[src/rtl/chacha_pkg.sv]
// Shared opcodes, state encoding and field sizes for the ChaCha session
// controller and its host-side byte streams.
package chacha_pkg;

    typedef logic [7:0] byte_t;

    localparam byte_t OP_LOAD_KEY   = 8'h01;
    localparam byte_t OP_LOAD_NONCE = 8'h02;
    localparam byte_t OP_LOAD_CTR   = 8'h03;
    localparam byte_t OP_RUN        = 8'h04;
    localparam byte_t OP_CLR        = 8'h05;

    localparam int KEY_BYTES   = 32;
    localparam int NONCE_BYTES = 12;
    localparam int CTR_BYTES   = 4;

    typedef enum logic [2:0] {
        S_IDLE,
        S_LOAD,
        S_RUN_START,
        S_RUN_WAIT,
        S_RUN_STREAM
    } state_t;

    // Destination of the payload bytes that follow an opcode.
    typedef enum logic [1:0] {
        F_KEY,
        F_NONCE,
        F_CTR,
        F_RUN
    } field_t;

    function automatic logic [5:0] field_last(input field_t f);
        case (f)
            F_KEY:   return 6'(KEY_BYTES - 1);
            F_NONCE: return 6'(NONCE_BYTES - 1);
            F_CTR:   return 6'(CTR_BYTES - 1);
            default: return 6'd0;
        endcase
    endfunction

endpackage

[src/rtl/chacha_session_ctrl_if.sv]
// Byte streams around the session controller: host commands in, keystream
// from the core in, keystream to downstream out.
interface chacha_session_ctrl_if;
    import chacha_pkg::*;

    byte_t in_data;
    logic  in_valid;
    logic  in_ready;
    byte_t ks_data;
    logic  ks_valid;
    logic  ks_ready;
    byte_t out_data;
    logic  out_valid;
    logic  out_ready;

    modport master (
        output in_data, in_valid, ks_data, ks_valid, out_ready,
        input  in_ready, ks_ready, out_data, out_valid
    );

    modport slave (
        input  in_data, in_valid, ks_data, ks_valid, out_ready,
        output in_ready, ks_ready, out_data, out_valid
    );

endinterface

[src/rtl/chacha_session_ctrl.sv]
// Byte-serial command sequencer: loads key/nonce/counter, starts ChaCha
// blocks and forwards 64 keystream bytes per block to the host side.
module chacha_session_ctrl
    import chacha_pkg::*;
#(
    parameter int BLOCK_BYTES = 64,
    parameter int WDOG_CYCLES = 4096
) (
    input  logic                  clk,
    input  logic                  rst_n,
    chacha_session_ctrl_if.slave  bus,
    output logic [255:0]          key,
    output logic [95:0]           nonce,
    output logic [31:0]           counter,
    output logic                  core_start,
    output logic                  busy,
    output logic                  err
);

    localparam int          WD_W    = $clog2(WDOG_CYCLES) + 1;
    localparam logic [5:0]  LAST_KS = 6'(BLOCK_BYTES - 1);

    state_t      state;
    field_t      field;
    logic [5:0]  byte_idx;
    logic [8:0]  blocks_left;
    logic [WD_W-1:0] wdog;

    logic streaming;
    logic in_fire;
    logic ks_fire;

    assign streaming     = (state == S_RUN_STREAM);
    assign bus.in_ready  = (state == S_IDLE) || (state == S_LOAD);
    assign busy          = (state == S_RUN_START) || (state == S_RUN_WAIT) || streaming;
    assign bus.ks_ready  = streaming & bus.out_ready;
    assign bus.out_valid = streaming & bus.ks_valid;
    assign bus.out_data  = bus.ks_data;
    assign in_fire       = bus.in_valid & bus.in_ready;
    assign ks_fire       = bus.ks_valid & bus.ks_ready;

    // NOTE: every register here, including the 256-bit key, is a flop with
    // a defined reset value; nothing is a RAM, so resetting it all is cheap
    // and keeps the core configuration deterministic after reset.
    // NOTE: sequential state uses non-blocking assignments only, so every
    // branch below sees the pre-edge values of counter, byte_idx, etc.
    always_ff @(posedge clk or negedge rst_n) begin
        if (!rst_n) begin
            state       <= S_IDLE;
            field       <= F_KEY;
            byte_idx    <= '0;
            blocks_left <= '0;
            wdog        <= '0;
            key         <= '0;
            nonce       <= '0;
            counter     <= '0;
            core_start  <= 1'b0;
            err         <= 1'b0;
        end else begin
            core_start <= 1'b0;
            case (state)
                S_IDLE: begin
                    if (in_fire) begin
                        byte_idx <= '0;
                        case (bus.in_data)
                            OP_LOAD_KEY:   begin field <= F_KEY;   state <= S_LOAD; end
                            OP_LOAD_NONCE: begin field <= F_NONCE; state <= S_LOAD; end
                            OP_LOAD_CTR:   begin field <= F_CTR;   state <= S_LOAD; end
                            OP_RUN:        begin field <= F_RUN;   state <= S_LOAD; end
                            OP_CLR:        err <= 1'b0;
                            default:       err <= 1'b1;
                        endcase
                    end
                end

                S_LOAD: begin
                    if (in_fire) begin
                        case (field)
                            F_KEY:
                                for (int i = 0; i < KEY_BYTES; i++)
                                    if (byte_idx == 6'(i)) key[8*i +: 8] <= bus.in_data;
                            F_NONCE:
                                for (int i = 0; i < NONCE_BYTES; i++)
                                    if (byte_idx == 6'(i)) nonce[8*i +: 8] <= bus.in_data;
                            F_CTR:
                                for (int i = 0; i < CTR_BYTES; i++)
                                    if (byte_idx == 6'(i)) counter[8*i +: 8] <= bus.in_data;
                            default:
                                blocks_left <= (bus.in_data == 8'd0) ? 9'd256 : {1'b0, bus.in_data};
                        endcase
                        if (byte_idx == field_last(field)) begin
                            byte_idx <= '0;
                            if (field == F_RUN) begin
                                state      <= S_RUN_START;
                                core_start <= 1'b1;
                            end else begin
                                state <= S_IDLE;
                            end
                        end else begin
                            byte_idx <= byte_idx + 6'd1;
                        end
                    end
                end

                S_RUN_START: begin
                    wdog  <= '0;
                    state <= S_RUN_WAIT;
                end

                S_RUN_WAIT: begin
                    if (bus.ks_valid) begin
                        state <= S_RUN_STREAM;
                    end else if (wdog == WD_W'(WDOG_CYCLES - 1)) begin
                        err   <= 1'b1;
                        state <= S_IDLE;
                    end else begin
                        wdog <= wdog + WD_W'(1);
                    end
                end

                S_RUN_STREAM: begin
                    if (ks_fire) begin
                        if (byte_idx == LAST_KS) begin
                            byte_idx    <= '0;
                            counter     <= counter + 32'd1;
                            blocks_left <= blocks_left - 9'd1;
                            // A wrapped counter would reuse keystream: stop the run.
                            if (counter == 32'hFFFF_FFFF) begin
                                err   <= 1'b1;
                                state <= S_IDLE;
                            end else if (blocks_left == 9'd1) begin
                                state <= S_IDLE;
                            end else begin
                                state      <= S_RUN_START;
                                core_start <= 1'b1;
                            end
                        end else begin
                            byte_idx <= byte_idx + 6'd1;
                        end
                    end
                end

                default: state <= S_IDLE;
            endcase
        end
    end

endmodule

[src/flat_wrapper.sv]
// flat-port wrapper written by rule: the top's interface ports become plain ports
module chacha_session_ctrl_flat import chacha_pkg::*;
#(
    parameter int BLOCK_BYTES = 64,
    parameter int WDOG_CYCLES = 4096
)
  (clk, rst_n, key, nonce, counter, core_start, busy, err, bus_in_data, bus_in_valid, bus_ks_data, bus_ks_valid, bus_out_ready, bus_in_ready, bus_ks_ready, bus_out_data, bus_out_valid);
  chacha_session_ctrl_if bus_i ();
  input  logic clk;
  input  logic rst_n;
  output logic [255:0] key;
  output logic [95:0] nonce;
  output logic [31:0] counter;
  output logic core_start;
  output logic busy;
  output logic err;
  input wire logic [$bits(bus_i.in_data)-1:0] bus_in_data;
  input wire logic [$bits(bus_i.in_valid)-1:0] bus_in_valid;
  input wire logic [$bits(bus_i.ks_data)-1:0] bus_ks_data;
  input wire logic [$bits(bus_i.ks_valid)-1:0] bus_ks_valid;
  input wire logic [$bits(bus_i.out_ready)-1:0] bus_out_ready;
  output wire logic [$bits(bus_i.in_ready)-1:0] bus_in_ready;
  output wire logic [$bits(bus_i.ks_ready)-1:0] bus_ks_ready;
  output wire logic [$bits(bus_i.out_data)-1:0] bus_out_data;
  output wire logic [$bits(bus_i.out_valid)-1:0] bus_out_valid;
  assign bus_i.in_data = bus_in_data;
  assign bus_i.in_valid = bus_in_valid;
  assign bus_i.ks_data = bus_ks_data;
  assign bus_i.ks_valid = bus_ks_valid;
  assign bus_i.out_ready = bus_out_ready;
  assign bus_in_ready = bus_i.in_ready;
  assign bus_ks_ready = bus_i.ks_ready;
  assign bus_out_data = bus_i.out_data;
  assign bus_out_valid = bus_i.out_valid;
  chacha_session_ctrl #(.BLOCK_BYTES(BLOCK_BYTES), .WDOG_CYCLES(WDOG_CYCLES)) u_core (.clk(clk), .rst_n(rst_n), .bus(bus_i), .key(key), .nonce(nonce), .counter(counter), .core_start(core_start), .busy(busy), .err(err));
endmodule
[config.mk]
export PLATFORM = sky130hd
export DESIGN_NAME = chacha_session_ctrl_flat
export DESIGN_NICKNAME = d
export VERILOG_FILES = /design/src/rtl/chacha_pkg.sv /design/src/rtl/chacha_session_ctrl_if.sv /design/src/rtl/chacha_session_ctrl.sv /design/src/flat_wrapper.sv
export SDC_FILE = /design/constraint.sdc
export NUM_CORES = 1
export LEC_CHECK = 0
export ABC_AREA = 1
export BUFFER_PORTS_ARGS = -buffer_cell sky130_fd_sc_hd__buf_4
export CAP_MARGIN = 0
export CORE_ASPECT_RATIO = 2
export CORE_MARGIN = 3
export CORE_UTILIZATION = 54
export CTS_CLUSTER_SIZE = 25
export DETAILED_ROUTE_END_ITERATION = 10
export GPL_ROUTABILITY_DRIVEN = 1
export PLACE_DENSITY = 0.83
export SYNTH_ARGS = -nofsm -noshare
export SYNTH_HDL_FRONTEND = slang
export SYNTH_SLANG_ARGS = --single-unit
[constraint.sdc]
create_clock -name clk -period 2.2 [get_ports clk]
set_clock_uncertainty 0.1 [all_clocks]
set_input_delay 0.11 -clock clk [delete_from_list [all_inputs] [get_ports clk]]
set_output_delay 0.11 -clock clk [all_outputs]
set_load 0.02 [all_outputs]
* After elaboration in Yosys (flattened, before gate mapping) *
Cells that the tools add are included.

storage, ports and cells
  register bits after elaboration = 419
  latch bits = 0
  memory bits (writable) = 0
  memory bits (read-only) = 0
  bits of input ports = 21
  output and inout port bits = 398
  logic and storage cells = 253
  memories = 0

cells by class
  add/sub/neg operators = 4
  $mul = 0
  div/mod/pow operators = 0
  $lt $le $gt $ge = 0
  equal/unequal tests = 66
  shift-type cells = 0
  mux-type cells = 56
  bitwise operators = 4
  reduce and logical (&&, ||, !) cells = 68

operators by type and width
  cell                                                                number
  4-bit AND reduction                                                 45
  32-bit 2-to-1 mux                                                   4
  6-bit by 5-bit == test with 1-bit output (second input constant)    16
  32-bit case mux with 2 select lines                                 1
  6-bit by 4-bit == test with 1-bit output (second input constant)    8
  9-bit 2-to-1 mux                                                    5
  6-bit 2-to-1 mux                                                    7
  32-bit by 1-bit adder with 32-bit output (second input constant)    1
  32-bit == test (second input constant)                              1
  8-bit 2-to-1 mux                                                    4
  2-bit != test (second input constant)                               15
  3-bit 2-to-1 mux                                                    9
  13-bit 2-to-1 mux                                                   2
  13-bit case mux with 2 select lines                                 1
  6-bit by 3-bit == test with 1-bit output (second input constant)    4
  6-bit AND reduction                                                 4
  6-bit case mux with 3 select lines                                  1
  9-bit case mux with 2 select lines                                  1
  8-bit by 2-bit == test with 1-bit output (second input constant)    2
  8-bit by 3-bit == test with 1-bit output (second input constant)    2
  3-bit case mux with 5 select lines                                  1
  5-bit case mux with 3 select lines                                  1
  13-bit by 1-bit adder with 13-bit output (second input constant)    1
  13-bit by 12-bit == test with 1-bit output (second input constant)  1
  other kinds (35)                                                    61

* Logic depth before layout (Yosys ltp) *
  depth in word-level cells = 9
  gate-level depth with buffers = 12
  gate-level depth less buffers = 11

* Worst setup path before layout *
No wires, ideal clock.

  path type = reg2reg
  start = register u_core.byte_idx[0]
  end = register u_core.counter[5]
  library setup time = 0.126 ns
  arrival time = 1.814 ns
  data required time = 1.974 ns
  setup slack = 0.160 ns
  stages on the path, launching flop included = 13
  buffers on the path = 2
  period minus slack after synthesis = 2.040 ns
  cell sequence = dfrtp_1 ha_1 buf_2 inv_1 nor2_2 nand2_2 o21ai_2 nand2_1 inv_2 nand3_2 buf_2 nand2_1 o21ai_0

on the way
  longest elaborated chain between the ends = 3
  elaborated cells on any way between the ends = 5
  those cells by class = eq/ne (3); reduce/logical (2)

ends and longest elaborated chain
  element                                                  line                                                   source
  start, declared                                          chacha_session_ctrl.sv:25                              logic [5:0] byte_idx;
  start signal, assigned                                   chacha_session_ctrl.sv:100                             byte_idx <= byte_idx + 6'd1;
  start signal, assigned                                   chacha_session_ctrl.sv:138                             byte_idx <= byte_idx + 6'd1;
  6-bit == test / 6-bit zero test (equally long branches)  chacha_session_ctrl.sv:123, chacha_session_ctrl.sv:87
  2-bit != test (no source line)                           n/a
  6-bit AND reduction (no source line) (*)                 n/a
  end signal, assigned by index                            chacha_session_ctrl.sv:87                              if (byte_idx == 6'(i)) counter[8*i +: 8] <= bus.in_data;
  end signal, assigned                                     chacha_session_ctrl.sv:125                             counter <= counter + 32'd1;
  end, declared                                            chacha_session_ctrl.sv:14                              output logic [31:0] counter,

Every way passes the cells marked *; elsewhere a longest branch is shown, timed or not.
A chain may end at the register's enable or synchronous reset.

* Final worst setup path *
  start = register u_core.state[1]
  end = register u_core.key[76]

on the way
  longest elaborated chain between the ends = 4
  elaborated cells on any way between the ends = 5
  those cells by class = eq/ne (1); bitwise (1); reduce/logical (3)

ends and longest elaborated chain
  element                                                                             line                                                  source
  start, declared                                                                     chacha_session_ctrl.sv:23                             state_t state;
  start signal, assigned                                                              chacha_session_ctrl.sv:49                             state <= S_IDLE;
  start signal, assigned                                                              chacha_session_ctrl.sv:66                             OP_LOAD_KEY: begin field <= F_KEY; state <= S_LOAD; end
  start signal, assigned                                                              chacha_session_ctrl.sv:67                             OP_LOAD_NONCE: begin field <= F_NONCE; state <= S_LOAD; end
  3-bit by 1-bit == test with 1-bit output / 3-bit zero test (equally long branches)  chacha_session_ctrl.sv:34, chacha_session_ctrl.sv:61
  1-bit logical OR                                                                    chacha_session_ctrl.sv:34                             assign bus.in_ready = (state == S_IDLE) || (state == S_LOAD);
  1-bit bitwise AND                                                                   chacha_session_ctrl.sv:39                             assign in_fire = bus.in_valid & bus.in_ready;
  4-bit AND reduction (no source line) (*)                                            n/a
  end signal, assigned by index                                                       chacha_session_ctrl.sv:81                             if (byte_idx == 6'(i)) key[8*i +: 8] <= bus.in_data;
  end, declared                                                                       chacha_session_ctrl.sv:12                             output logic [255:0] key,

Marked as above.

==> impl_metrics.tcl <==
set metrics [dict create \
    ys_seq_elements 419 \
    slew_headroom 0.445 \
    netlist_top_cells_area "dfrtp_1, nand2_1, o21ai_0" \
    fin_area_sq_mm 0.0232 \
    dp_hpwl_um 43800 \
    vias 16300 \
    min_path_type "in -> reg" \
    cts_buffers 37 \
    initial_core_util 0.549 \
    leakage_uw 0.0116 \
    synth_ff_type "dfrtp_1" \
    htreeDepth 2 \
    crit_fanout 16 \
    fin_crit_ns 2.21 \
    rows 93 \
    place_congestion 0.918 \
    dpl_cell_area_sq_mm 0.0216 \
    ys_seq_area_frac 0.590 \
    die-area_sq_mm 0.0353 \
    ant_nets 0 \
    cts.clk_slew.worst_paths_ns 0.07 \
    die_x_um 134 \
    totalPowerFinal_uw 21900 \
    cts_tree "done" \
    finalHoldViolations 0 \
    grt_overflow_total 0 \
    synthCells 2033 \
    synth.distinct_cells 39 \
    grt_pass1_wl_um 95300 \
    crit_path_end_kind "register" \
    setup_ws_ns -0.0136 \
    synth.largest_area_cell "dfrtp_1" \
    grt_max_degree 91 \
    die_h_um 263 \
    cap_violations 0 \
    setup_viol 1 \
    p_per_area_mw_per_mm2 947 \
    clk_path_buf_depth 3 \
    antenna_found_initial 1 \
    first_pass_iters 5 \
    first_iter_violations 907 \
    fin_nets 2500 \
    start_kind "register" \
    clock.fmax_mhz 452 \
    clk_latency_ns 0.53 \
    placedCellCount 2846 \
    route.detailed.drc 0 \
    synth_edf_count 0 \
    antenna_cells 0 \
    drt-vias-per-instance 5.57 \
    layout_commonest_cell "nand2_1" \
    yosys_warnings 0 \
    avgRoutedWirePerCell_um 21.5 \
    slew_violations 0 \
    critPathKind "reg -> reg" \
    cts_root_buffer "clkbuf_16" \
    drive_above_1_share 0.253 \
    portBuffers 402 \
    arrival_ns 2.49 \
    cts.sinks 419 \
    min_period_over_period 1.01 \
    violations "setup timing" \
    layout_common_cells "nand2_1, buf_4, dfrtp_1" \
    async_flop_share 1.00 \
    tightest_slew_ns 0.829 \
    ios 419 \
    outcome "finished, violations left" \
    post-place-ws_ns -0.0368 \
    synthToLayoutAreaGrowth_pct 30.4 \
    irDropWorstVdd_mv 0.888 \
    netlist_area_sq_mm 0.0178 \
    grt_pass1_vias 16700 \
    wl_um 62900 \
    grt_use_total 0.351 \
    syn_nets 2062 \
    cp.required_ns 2.48 \
    netlist.area_leader.share 0.590 \
    rsz0062_at_grt "yes" \
    synth.avg_cell_area_sq_um 8.74 \
    core_area_sq_mm 0.0323 \
    fin_cells 2924 \
]
-- where the power goes --
group	internal, uW	switching (uW)	total [uW]	leakage [uW]
combinational	1920	3700	5610	0.00521
clock	4300	2990	7280	0.000663
sequential	8310	740	9050	0.00575
-- area by class of cell --
class                      count  area (sq um)
inverter                     109           412
clock inverter                21           329
fill                        2467          9170
timing repair buffer         500          3890
multi-input combinational   1404          6490
tap                          427           534
clock buffer                  44          1020
sequential                   419         10500
-- cell usage after synthesis (all sizes together), types with 4 or more instances --
cell type / instances
inv: 107
xnor2: 4
a21oi: 12
nand4: 28
ha: 8
o21ai: 408
nand3: 71
nor3: 18
buf: 46
nor4: 4
dfrtp: 419
clkbuf: 56
nand2: 683
a21boi: 10
xor2: 9
nor2: 138
-- flip-flops by register name, summed over array words and instances (netlist names), 2 cells and up --
| signal | cells |
|---|---|
| u_core.key | 256 |
| u_core.state | 3 |
| u_core.byte_idx | 6 |
| u_core.wdog | 13 |
| u_core.nonce | 96 |
| u_core.blocks_left | 9 |
| u_core.counter | 32 |
| u_core.field | 2 |
-- worst paths after layout --
| path | cells past startpoint | slack [ns] | start | end |
|---|---|---|---|---|
| max in group asynchronous | 4 | 1.29 | rst_n | u_core.key[104]$_DFFE_PN0P_ |
| min in group asynchronous | 3 | 0.15 | rst_n | u_core.counter[15]$_DFFE_PN0P_ |
| worst max-delay path | 9 | -0.01 | u_core.state[1]$_DFFE_PN0P_ | u_core.key[76]$_DFFE_PN0P_ |
| worst min register to register | 2 | 0.39 | u_core.key[200]$_DFFE_PN0P_ | u_core.key[200]$_DFFE_PN0P_ |
| worst min-delay path | 5 | 0.04 | bus_out_ready | u_core.core_start$_DFF_PN0_ |
| worst max register to register | 9 | -0.01 | u_core.state[1]$_DFFE_PN0P_ | u_core.key[76]$_DFFE_PN0P_ |
-- cells by family (layout without fill, tap and decap cells) --
logic type,count (synthesis),after routing,share of synthesized area
AND/OR/NAND/NOR,947,948,0.222
adder cells (fa/ha/maj),8,8,0.00563
buffers and inverters,211,674,0.0510
flip-flops,419,419,0.590
XOR/XNOR,13,13,0.00641
AO/OA/AOI/OAI,435,435,0.125
-- per-stage QoR --
step,utilization,hold WS (ns),setup TNS [ns]
global placement,0.667,-0.0616,0
detailed placement,0.667,-0.0684,-0.463
global route,0.716,0.0449,-1.53
CTS,0.713,0.0159,-0.272
finish,0.716,0.0430,-0.0136
floorplan,-,-0.286,0
-- metal layers --
metal,GRT usage,wire length [um]
met4,0.255,5670
met3,0.0764,4590
met1,0.369,20700
met5,0,0
met2,0.607,31900
-- critical path: stages (launching register included) --
cell     delay, ns
dfrtp_1       0.43
inv_1         0.13
nand3_4       0.15
nor2_4        0.17
inv_2         0.09
nor2_2        0.09
buf_4         0.24
nand2_1       0.37
nand2_1       0.18
o21ai_0       0.10
-- timing repair --
| action | in CTS | in global routing |
|---|---|---|
| hold buffers | 9 | 0 |
| cloned | 0 | 1 |
| hold endpoints to repair | 375 | 0 |
| buffers inserted | 0 | 3 |
| pin swaps | 0 | 1 |
| gates resized for setup | 5 | 30 |
| endpoints found under the setup margin | 30 | 207 |
Note: power is estimated with default switching activity, not from simulation.
